`src/rtl/config_loader_pkg.sv`:
```
// Shared definitions for the configuration chain loader: byte width,
// FSM state encoding and a helper for left-aligning partial readback bytes.
package config_loader_pkg;

    localparam int CFG_BYTE_W = 8;
    localparam int BIT_IDX_W  = $clog2(CFG_BYTE_W);

    typedef enum logic [1:0] {
        IDLE  = 2'd0,
        FETCH = 2'd1,
        SHIFT = 2'd2,
        DONE  = 2'd3
    } loader_state_e;

    // Moves a byte whose newest bit sits at position 0 up so that bit
    // last_idx lands at the MSB; the vacated low bits become zero.
    function automatic logic [CFG_BYTE_W-1:0] left_align(
        input logic [CFG_BYTE_W-1:0] bits,
        input logic [BIT_IDX_W-1:0]  last_idx
    );
        logic [BIT_IDX_W-1:0] sh;
        sh = BIT_IDX_W'(CFG_BYTE_W - 1) - last_idx;
        return bits << sh;
    endfunction

endpackage

```
`src/rtl/cfg_readback_deser.sv`:
```
// Readback deserializer: collects tail bits MSB-first (LSB-in shifting),
// emits a byte with a one-cycle valid after every 8 bits, and on flush
// emits any partial byte left-aligned with zero low bits.
module cfg_readback_deser
    import config_loader_pkg::*;
(
    input  logic                  clk,
    input  logic                  rst,
    input  logic                  sample_en,
    input  logic                  tail_bit,
    input  logic                  flush,
    output logic [CFG_BYTE_W-1:0] rb_data,
    output logic                  rb_valid
);

    logic [CFG_BYTE_W-1:0] sr;
    logic [CFG_BYTE_W-1:0] sr_next;
    logic [BIT_IDX_W-1:0]  cnt;
    logic                  byte_full;

    assign sr_next   = {sr[CFG_BYTE_W-2:0], tail_bit};
    assign byte_full = (cnt == BIT_IDX_W'(CFG_BYTE_W - 1));

    // Shift in sampled bits; publish a byte when full or at session end.
    always_ff @(posedge clk) begin
        if (rst) begin
            sr       <= '0;
            cnt      <= '0;
            rb_data  <= '0;
            rb_valid <= 1'b0;
        end else begin
            rb_valid <= 1'b0;
            if (sample_en) begin
                if (byte_full || flush) begin
                    rb_data  <= left_align(sr_next, cnt);
                    rb_valid <= 1'b1;
                    sr       <= '0;
                    cnt      <= '0;
                end else begin
                    sr  <= sr_next;
                    cnt <= cnt + 1'b1;
                end
            end
        end
    end

endmodule

```
`src/rtl/config_chain_loader.sv`:
```
// Configuration chain loader: pulls bitstream bytes over a valid/ready
// port and shifts them MSB-first into a ccff chain of CHAIN_LEN bits,
// while deserializing the bits leaving the chain tail for readback.
//
// Handshake: a byte transfers on a rising edge where cfg_valid and
// cfg_ready are both 1; cfg_ready is high only in FETCH and does not
// depend on cfg_valid, so the source may hold cfg_valid as long as it likes.
module config_chain_loader
    import config_loader_pkg::*;
#(
    parameter int CHAIN_LEN = 32,
    parameter int CNT_W     = $clog2(CHAIN_LEN + 1)
) (
    input  logic                  prog_clk,
    input  logic                  prog_reset,
    input  logic                  start,
    input  logic [CFG_BYTE_W-1:0] cfg_data,
    input  logic                  cfg_valid,
    output logic                  cfg_ready,
    output logic                  ccff_head,
    output logic                  chain_shift_en,
    input  logic                  ccff_tail,
    output logic [CFG_BYTE_W-1:0] rb_data,
    output logic                  rb_valid,
    output logic                  busy,
    output logic                  done,
    output loader_state_e         dbg_state
);

    loader_state_e         state;
    loader_state_e         state_next;
    logic [CFG_BYTE_W-1:0] shreg;
    logic [BIT_IDX_W-1:0]  bit_idx;
    logic [CNT_W-1:0]      bit_cnt;
    logic                  done_q;
    logic                  last_bit;
    logic                  byte_end;
    logic                  session_end;

    // The chain is full when the bit now on ccff_head is number CHAIN_LEN.
    assign last_bit    = (bit_cnt == CNT_W'(CHAIN_LEN - 1));
    assign byte_end    = (bit_idx == BIT_IDX_W'(CFG_BYTE_W - 1));
    assign session_end = (state == SHIFT) && last_bit;
    assign done        = done_q;
    assign dbg_state   = state;

    // State register.
    always_ff @(posedge prog_clk) begin
        if (prog_reset) begin
            state <= IDLE;
        end else begin
            state <= state_next;
        end
    end

    // Next-state and Moore outputs; the head bit is forced low off-shift.
    always_comb begin
        state_next     = state;
        cfg_ready      = 1'b0;
        chain_shift_en = 1'b0;
        ccff_head      = 1'b0;
        busy           = 1'b0;
        case (state)
            IDLE: begin
                if (start) begin
                    state_next = FETCH;
                end
            end
            FETCH: begin
                busy      = 1'b1;
                cfg_ready = 1'b1;
                if (cfg_valid) begin
                    state_next = SHIFT;
                end
            end
            SHIFT: begin
                busy           = 1'b1;
                chain_shift_en = 1'b1;
                ccff_head      = shreg[CFG_BYTE_W-1];
                if (last_bit) begin
                    state_next = DONE;
                end else if (byte_end) begin
                    state_next = FETCH;
                end
            end
            DONE: begin
                state_next = IDLE;
            end
            default: begin
                state_next = IDLE;
            end
        endcase
    end

    // Datapath: byte latch, bit counters and the sticky done flag.
    always_ff @(posedge prog_clk) begin
        if (prog_reset) begin
            shreg   <= '0;
            bit_idx <= '0;
            bit_cnt <= '0;
            done_q  <= 1'b0;
        end else begin
            case (state)
                IDLE: begin
                    if (start) begin
                        bit_cnt <= '0;
                        done_q  <= 1'b0;
                    end
                end
                FETCH: begin
                    if (cfg_valid) begin
                        shreg   <= cfg_data;
                        bit_idx <= '0;
                    end
                end
                SHIFT: begin
                    shreg   <= {shreg[CFG_BYTE_W-2:0], 1'b0};
                    bit_idx <= bit_idx + 1'b1;
                    bit_cnt <= bit_cnt + 1'b1;
                    if (last_bit) begin
                        done_q <= 1'b1;
                    end
                end
                default: begin
                end
            endcase
        end
    end

    cfg_readback_deser u_readback (
        .clk       (prog_clk),
        .rst       (prog_reset),
        .sample_en (chain_shift_en),
        .tail_bit  (ccff_tail),
        .flush     (session_end),
        .rb_data   (rb_data),
        .rb_valid  (rb_valid)
    );

endmodule
```
`config.mk`:
```
export PLATFORM = sky130hd
export DESIGN_NAME = config_chain_loader
export DESIGN_NICKNAME = d
export VERILOG_FILES = /design/src/rtl/config_loader_pkg.sv /design/src/rtl/cfg_readback_deser.sv /design/src/rtl/config_chain_loader.sv
export SDC_FILE = /design/constraint.sdc
export NUM_CORES = 1
export LEC_CHECK = 0
export ABC_AREA = 1
export CAP_MARGIN = 20
export CORE_MARGIN = 1.5
export CORE_UTILIZATION = 31
export CTS_BUF_LIST = sky130_fd_sc_hd__clkbuf_16
export CTS_CLUSTER_SIZE = 24
export DETAILED_ROUTE_END_ITERATION = 10
export HOLD_SLACK_MARGIN = 0.02
export SLEW_MARGIN = 20
export SYNTH_ARGS = -nofsm -noshare
export SYNTH_HDL_FRONTEND = slang
export SYNTH_HIERARCHICAL = 1
export SYNTH_SLANG_ARGS = --single-unit
```
`constraint.sdc`:
```
create_clock -name prog_clk -period 1.6 [get_ports prog_clk]
set_input_delay 0.32 -clock prog_clk [delete_from_list [all_inputs] [get_ports prog_clk]]
set_output_delay 0.32 -clock prog_clk [all_outputs]
set_load 0.05 [all_outputs]
```
Word level (Yosys, flattened, before mapping):

Index checks and enable logic that the tools add are counted.

* register bits: 39
* bits in latches: 0
* RAM bits: 0
* ROM bits: 0
* bits of input ports: 13
* output and inout port bits: 16
* word-level logic and storage cells: 58
* memories kept: 0

* $add $sub $neg: 4
* multipliers: 0
* div/mod/pow operators: 0
* magnitude comparators: 0
* equality and inequality tests: 10
* shifts and indexed selects: 1
* muxes and demuxes: 21
* bitwise gates (word level): 1
* reduce and logical (&&, ||, !) cells: 12

Operators by type and width (count)
* one-hot mux 8 bit (2 select lines): 1
* one-hot mux 6 bit (2 select lines): 1
* two-way mux 2 bit: 4
* two-way mux 8 bit: 1
* one-hot mux 2 bit (4 select lines): 1
* << shifter 8 x 3 -> 8 bit: 1
* two-way mux 1 bit: 7
* two-way mux 7 bit: 1
* adder 3 x 1 -> 3 bit, second input constant: 2
* adder 6 x 1 -> 6 bit, second input constant: 1
* equality test 3 bit, second input constant: 2
* equality test 6 x 5 -> 1 bit, second input constant: 1
* two-way mux 3 bit: 2
* two-way mux 6 bit: 1
* != test 2 bit, second input constant: 3
* one-hot mux 3 bit (2 select lines): 1
* AND reduction 2 bit: 3
* AND reduction 3 bit: 2
* equality test 2 bit, second input constant: 2
* nonzero test 2 bit: 2
* OR reduction 2 bit: 2
* != test 3 bit, second input constant: 1
* subtractor 3 bit, first input constant: 1
* equality test 2 x 1 -> 1 bit, second input constant: 1
* 5 further kinds: 5

Logic depth before layout (Yosys ltp):

Gate-level depths: netlist of the first run.

* depth after elaboration: 4
* gate-level depth with buffers: 11
* mapped depth without buffers: 11

Hierarchy:

Netlist of the first run, hierarchy kept.

By module, submodules not included
* config_chain_loader: times used 1, cells an instance 136, area each 1029.7 µm², seq. area each 400.4 µm²
* cfg_readback_deser: times used 1, cells an instance 133, area each 991.0 µm², seq. area each 380.4 µm²

Worst setup path after synthesis of the first run:

Ideal clock, no wire load.

* kind: flip-flop to output port
* start: reg state[1] (netlist: dbg_state[1])
* end: out ccff_head
* arrival: 2.123 ns
* required time: 1.280 ns
* path slack: -0.843 ns
* stages on the path, launching flop included: 6
* buffers on the path: 2
* path through: dfxtp_1 -> ha_1 -> buf_6 -> buf_2 -> nand2_1 -> inv_1

* cells in the longest elaborated chain, start to end: 2

RTL lines
* start: declaration: RTL line config_chain_loader.sv:30 `loader_state_e state;`
* start signal: assignment: RTL line config_chain_loader.sv:52 `state <= state_next;`
* equality test 2 bit: RTL line config_chain_loader.sv:63 `case (state)`
* two-way mux 1 bit: RTL line config_chain_loader.sv:63
* end: declaration: RTL line config_chain_loader.sv:20 `output logic ccff_head,`

No other way between the ends.

Worst setup path in the final report of the first run:

* start: reg state[0] (netlist: dbg_state[0])
* end: out ccff_head

Same word-level chain as after synthesis.

==> results.json, run 1 <==
{
  "status": "finished clean",
  "drive_above_1_share": 0.275,
  "path_delay_family": "buffers and inverters",
  "worstPathMaxFanout": 4,
  "worst-r2r-setup-slack_ns": 0.06,
  "cts-root-buf": "clkbuf_16",
  "cts.sinks": 39,
  "setup_tns_ns": 0,
  "drtAntennaViolNets": 0,
  "ys_seq_area_frac": 0.386,
  "hpwl_um": 3390,
  "min_period_ns": 1.57,
  "dieArea_um2": 7010,
  "p_per_area_nw_per_um2": 1580,
  "final_hold_viol_count": 0,
  "path_buf_inv": 4,
  "crit_chain": "inv_4, ha_4, buf_8, nand2_4, clkinvlp_4, buf_12",
  "synth_cell_type_count": 27,
  "antenna_cells": 0,
  "critPathLaunchType": "register",
  "path_class": "reg2out",
  "reg2reg_from": "dbg_state[0]",
  "path_clk_slew_ns": 0.06,
  "drc": 0,
  "async_flop_share": 0,
  "leakage_nw": 1.29,
  "yosysMostFrequentCell": "nand2_1",
  "hp-class": "reg2reg",
  "overflow": 0,
  "holdBufCountCts": 0,
  "cts_tree": "done",
  "ys.flop_type": "dfxtp_1",
  "max_stage_delay_ns": 0.36,
  "cts_buffer_depth": 2,
  "cp-end-kind": "output pin",
  "place.gp.congestion": 0.796,
  "port_buffers": 28,
  "max-vdd-ir-drop_mv": 1.13,
  "crit_start": "dbg_state[0]",
  "grt_max_degree": 17,
  "netlist_area_um2": 2020,
  "die_w_um": 83.7,
  "rsz0062_at_grt": "true",
  "cp_num_cells": 6,
  "chipHeight_um": 83.7,
  "drtPass1Iterations": 4,
  "syn_inst": 269,
  "cp_slowest_cell": "dfxtp_4",
  "fp.coreArea_um2": 6310,
  "timing.slew.headroom": 0.835,
  "h-tree-depth": 2,
  "ys.warnings.count": 6,
  "worst_pin_slew_ns": 0.248,
  "wl_per_cell_um": 12.0,
  "maxCapViolCount": 0,
  "drv_slew": 0,
  "synth_nets": 291,
  "yosys_register_bits": 39,
  "timing.final.crit_share": 0.982,
  "drt_iter0_markers": 78,
  "synth_common_cells": "nand2_1 (74), dfxtp_1 (39), nand3_1 (36), inv_1 (27), nor2_1 (25)",
  "top_level_ports": 29,
  "start_util": 0.320,
  "synth_edf_count": 0,
  "grt_pass1_wl_um": 8070,
  "viasPerCell": 4.75,
  "report.power.total_w": 0.00448,
  "hold_depth": 1,
  "critPathRequiredTime_ns": 1.28,
  "grt_util_all_layers": 0.138,
  "netlist.top_cell.by_area": "dfxtp_1",
  "crit_end": "ccff_head",
  "area_growth_syn_to_layout_pct": 40.2,
  "layout.nets": 341,
  "fillers": 645,
  "finalSetupViolations": 0,
  "synth_top_area_share": 0.386,
  "clk_latency_ns": 0.27,
  "arrival_ns": 1.25,
  "vias": 1886,
  "regArea_um2": 796,
  "synth_area_leaders": "dfxtp_1 (39%), nand2_1 (14%), nand3_1 (8.9%)",
  "antenna_found_initial": 0,
  "num_rows": 29,
  "grt_pass1_vias": 1852,
  "r2r_cells": 8,
  "cts_buffers": 5,
  "fmax_mhz": 636,
  "synth.avg_cell_area_um2": 7.51,
  "multi_input_area_um2": 1150,
  "finalClockSkew_ns": 0.00483,
  "wl_um": 4780,
  "r2r-end": "done"
}
worst min path at each step:
stage                    start          to  slack (ns)
global route        bit_cnt[0]  bit_cnt[0]        0.49
finish              bit_idx[0]  bit_idx[0]        0.46
floorplan           prog_reset  bit_cnt[1]        0.39
detailed placement  bit_idx[0]  bit_idx[0]        0.45
global placement    bit_idx[0]  bit_idx[0]        0.46
CTS                 bit_idx[0]  bit_idx[0]        0.46
report_power, final:
| group | internal, W | switching (W) | leakage (nW) |
|---|---|---|---|
| clock | 0.000726 | 0.000370 | 0.0812 |
| sequential | 0.00120 | 0.000147 | 0.320 |
| combinational | 0.000823 | 0.00121 | 0.887 |
| total | 0.00275 | 0.00173 | 1.29 |
per-stage QoR:
step                      hold slack [ns]  std cells   util  instance area (um^2)  setup WS [ns]
after floorplan                     0.389        269      -                  2060         -0.100
after global placement              0.455        379  0.395                  2490        0.00431
after detailed placement            0.450        379  0.395                  2490        -0.0177
after CTS                           0.459        390  0.426                  2690        0.00254
after global routing                0.495        397  0.449                  2830        -0.0366
final                               0.455        397  0.449                  2830         0.0287
per-layer routing:
layer	track usage	share of wire
met5	0	0
met3	0.0307	0.035
met4	0.0298	0
met1	0.174	0.47
met2	0.240	0.49
flip-flops by register name (all words and copies together), names as in the netlist:
signal               cells
u_readback/rb_valid      1
u_readback/rb_data       8
u_readback/sr            7
done                     1
dbg_state                2
u_readback/cnt           3
bit_cnt                  6
shreg                    8
bit_idx                  3
area by class of cell:
class | count | share of cell area
Tap cell | 77 | 0.0340
Timing Repair Buffer | 51 | 0.176
Inverter | 32 | 0.0455
Clock buffer | 5 | 0.0442
Clock inverter | 3 | 0.0137
Sequential cell | 39 | 0.281
Multi-Input combinational cell | 190 | 0.405
cell usage in the layout, fill, tap and decap left out, drive strengths merged:
cell	instances
nand2	75
dfxtp	39
buf	39
nand3	36
inv	30
nor2	26
clkdlybuf4s50	12
a21oi	11
a211oi	10
o21ai	10
ha	9
o211a	7
clkbuf	5
clkinv	3
nor3	2
clkinvlp	1
o21bai	1
a31oi	1
xnor2	1
bufinv	1
a22oi	1
worst reg2reg max path: cells and delay by family, from the launching register on:
family / cells / cell delay (ns)
adder cells (fa/ha/maj): 1 / 0.17
flip-flops: 1 / 0.36
buffers and inverters: 4 / 0.44
AND/OR/NAND/NOR: 1 / 0.06
AO/OA/AOI/OAI: 2 / 0.40
cell families after synthesis:
| logic type | after synthesis | synth area share |
|---|---|---|
| AND/OR/NAND/NOR | 139 | 0.292 |
| AO/OA/AOI/OAI | 41 | 0.172 |
| adder cells (fa/ha/maj) | 9 | 0.0557 |
| XOR/XNOR | 1 | 0.00434 |
| flip-flops | 39 | 0.386 |
| buffers and inverters | 40 | 0.0904 |
repair_timing:
action                     4_1_cts  5_1_grt
setup endpoints to repair        2       33
gates resized for setup          3       22
buffers inserted                 3        7
pin swaps                        1        8
No activity file was read; power rests on OpenSTA's default activity.
==> inputs of run 2 (changes only) <==
CORE_UTILIZATION = 49   (was 31)
PLACE_DENSITY = 0.76   (was not set)
==> results.json, run 2 (synthesis gave the netlist of run 1 again) <==
{
  "status": "finished clean",
  "finalClockSkew_ns": 0.00665,
  "grt_pass1_vias": 1619,
  "rsz0062_at_grt": "true",
  "arrival_ns": 1.24,
  "area_growth_syn_to_layout_pct": 35.7,
  "hpwl_um": 2870,
  "hp-class": "reg2reg",
  "place.gp.congestion": 0.940,
  "p_sw_frac": 0.395,
  "start_util": 0.509,
  "clk_latency_ns": 0.28,
  "antenna_found_initial": 0,
  "regArea_um2": 791,
  "drive_above_1_share": 0.254,
  "whs_ns": 0.463,
  "placed_area_um2": 2490,
  "drv_slew": 0,
  "multi_input_area_um2": 1140,
  "p_per_area_nw_per_um2": 1580,
  "path_clk_slew_ns": 0.06,
  "grt_pass1_wl_um": 6940,
  "fp.coreArea_um2": 3970,
  "worst_pin_slew_ns": 0.292,
  "fmax_mhz": 639,
  "dpl.cell_count": 352,
  "cp-end-kind": "output pin",
  "wl_um": 4210,
  "cts.sinks": 39,
  "cts_buffers": 5,
  "grt_max_degree": 18,
  "final_cells": 365,
  "max-vdd-ir-drop_mv": 0.662,
  "cts_tree": "done",
  "finalSetupViolations": 0,
  "num_rows": 23,
  "cts_buffer_depth": 2,
  "setup_tns_ns": 0,
  "pwr-share-clk": 0.216,
  "layout.nets": 336,
  "drtAntennaViolNets": 0,
  "mostFrequentLayoutCells": "nand2_1 (71), nand3_1 (35), dfxtp_1 (35)",
  "min_period_ns": 1.56,
  "stdcell_area_um2": 2740,
  "h-tree-depth": 2,
  "top_level_ports": 29,
  "maxCapViolCount": 0,
  "leakage_nw": 1.26,
  "reg_top3": "shreg x8, u_readback/rb_data x8, u_readback/sr x7",
  "timing.final.crit_share": 0.978,
  "viasPerCell": 5.07,
  "overflow": 0,
  "worstPathMaxFanout": 4,
  "final_common_cell": "nand2_1",
  "vias": 1849,
  "chipHeight_um": 67.2,
  "grt_util_all_layers": 0.203,
  "switching_power_w": 0.00172,
  "wl_per_cell_um": 11.5,
  "p_int_w": 0.00263,
  "antenna_cells": 0,
  "fillers": 339,
  "path_class": "reg2out",
  "drt_iter0_markers": 128,
  "cts-root-buf": "clkbuf_16",
  "drtPass1Iterations": 4,
  "critPathRequiredTime_ns": 1.28,
  "drc": 0,
  "worst-r2r-setup-slack_ns": 0.06,
  "die_w_um": 67.2,
  "comb_power_share": 0.475,
  "seq_power_share": 0.309,
  "critPathLaunchType": "register",
  "timing.slew.headroom": 0.805,
  "dieArea_um2": 4520,
  "final_hold_viol_count": 0,
  "port_buffers": 28
}
-- run 2: path summary, 6_finish.rpt --
check | from | to | cells after the start
max | dbg_state[0] | ccff_head | 6
min | shreg[0] | shreg[0] | 2
max reg2reg | dbg_state[1] | bit_cnt[5] | 8
min reg2reg | shreg[0] | shreg[0] | 2
-- run 2: power by group through the flow --
stage / Clock, W / Combinational, W / Sequential (W)
floorplan: 0 / 0.00134 / 0.00141
global placement: 0 / 0.00188 / 0.00136
detailed placement: 0 / 0.00190 / 0.00137
CTS: 0.000970 / 0.00201 / 0.00133
global route: 0.00100 / 0.00226 / 0.00136
finish: 0.000938 / 0.00206 / 0.00134
-- run 2: layout make-up --
class                           instances  area share
Clock buffer                            5      0.0456
Clock inverter                          3     0.00547
Inverter                               32      0.0470
Multi-Input combinational cell        190       0.417
Sequential cell                        39       0.288
Tap cell                               50      0.0228
Timing Repair Buffer                   46       0.173
-- run 2: layer usage --
| layer | share of wire | global-route usage | up-vias |
|---|---|---|---|
| met4 | 0.0064 | 0.0842 | 0 |
| met5 | 0 | 0 | - |
| met3 | 0.048 | 0.0517 | 2 |
| met2 | 0.49 | 0.342 | 48 |
| met1 | 0.46 | 0.247 | 826 |
| li1 | - | - | 973 |
-- run 2: what timing repair did --
action	CTS	global route
hold buffers	0	0
gates resized for setup	3	19
setup endpoints to repair	1	24
setup buffers	4	1
pin swaps	0	7
-- run 2: critical path, cell delays in order (launching register included) --
cell        delay [ns]
dfxtp_4           0.35
inv_4             0.04
ha_4              0.17
buf_12            0.12
nand2_4           0.05
clkinvlp_4        0.08
buf_12            0.15
-- run 2: stage by stage --
step	total power [W]	utilization	worst slack [ns]
2_1_floorplan	0.00275	-	-0.100
3_3_place_gp	0.00324	0.626	0.0140
3_5_place_dp	0.00326	0.626	0.00233
4_1_cts	0.00431	0.672	0.00748
5_1_grt	0.00462	0.691	-0.0305
6_report	0.00434	0.691	0.0351
==> inputs of run 3 (changes only) <==
GPL_TIMING_DRIVEN = 1   (was not set)
==> results of run 3 <==
Final layout, timing and power as in run 2 (identical DEF).
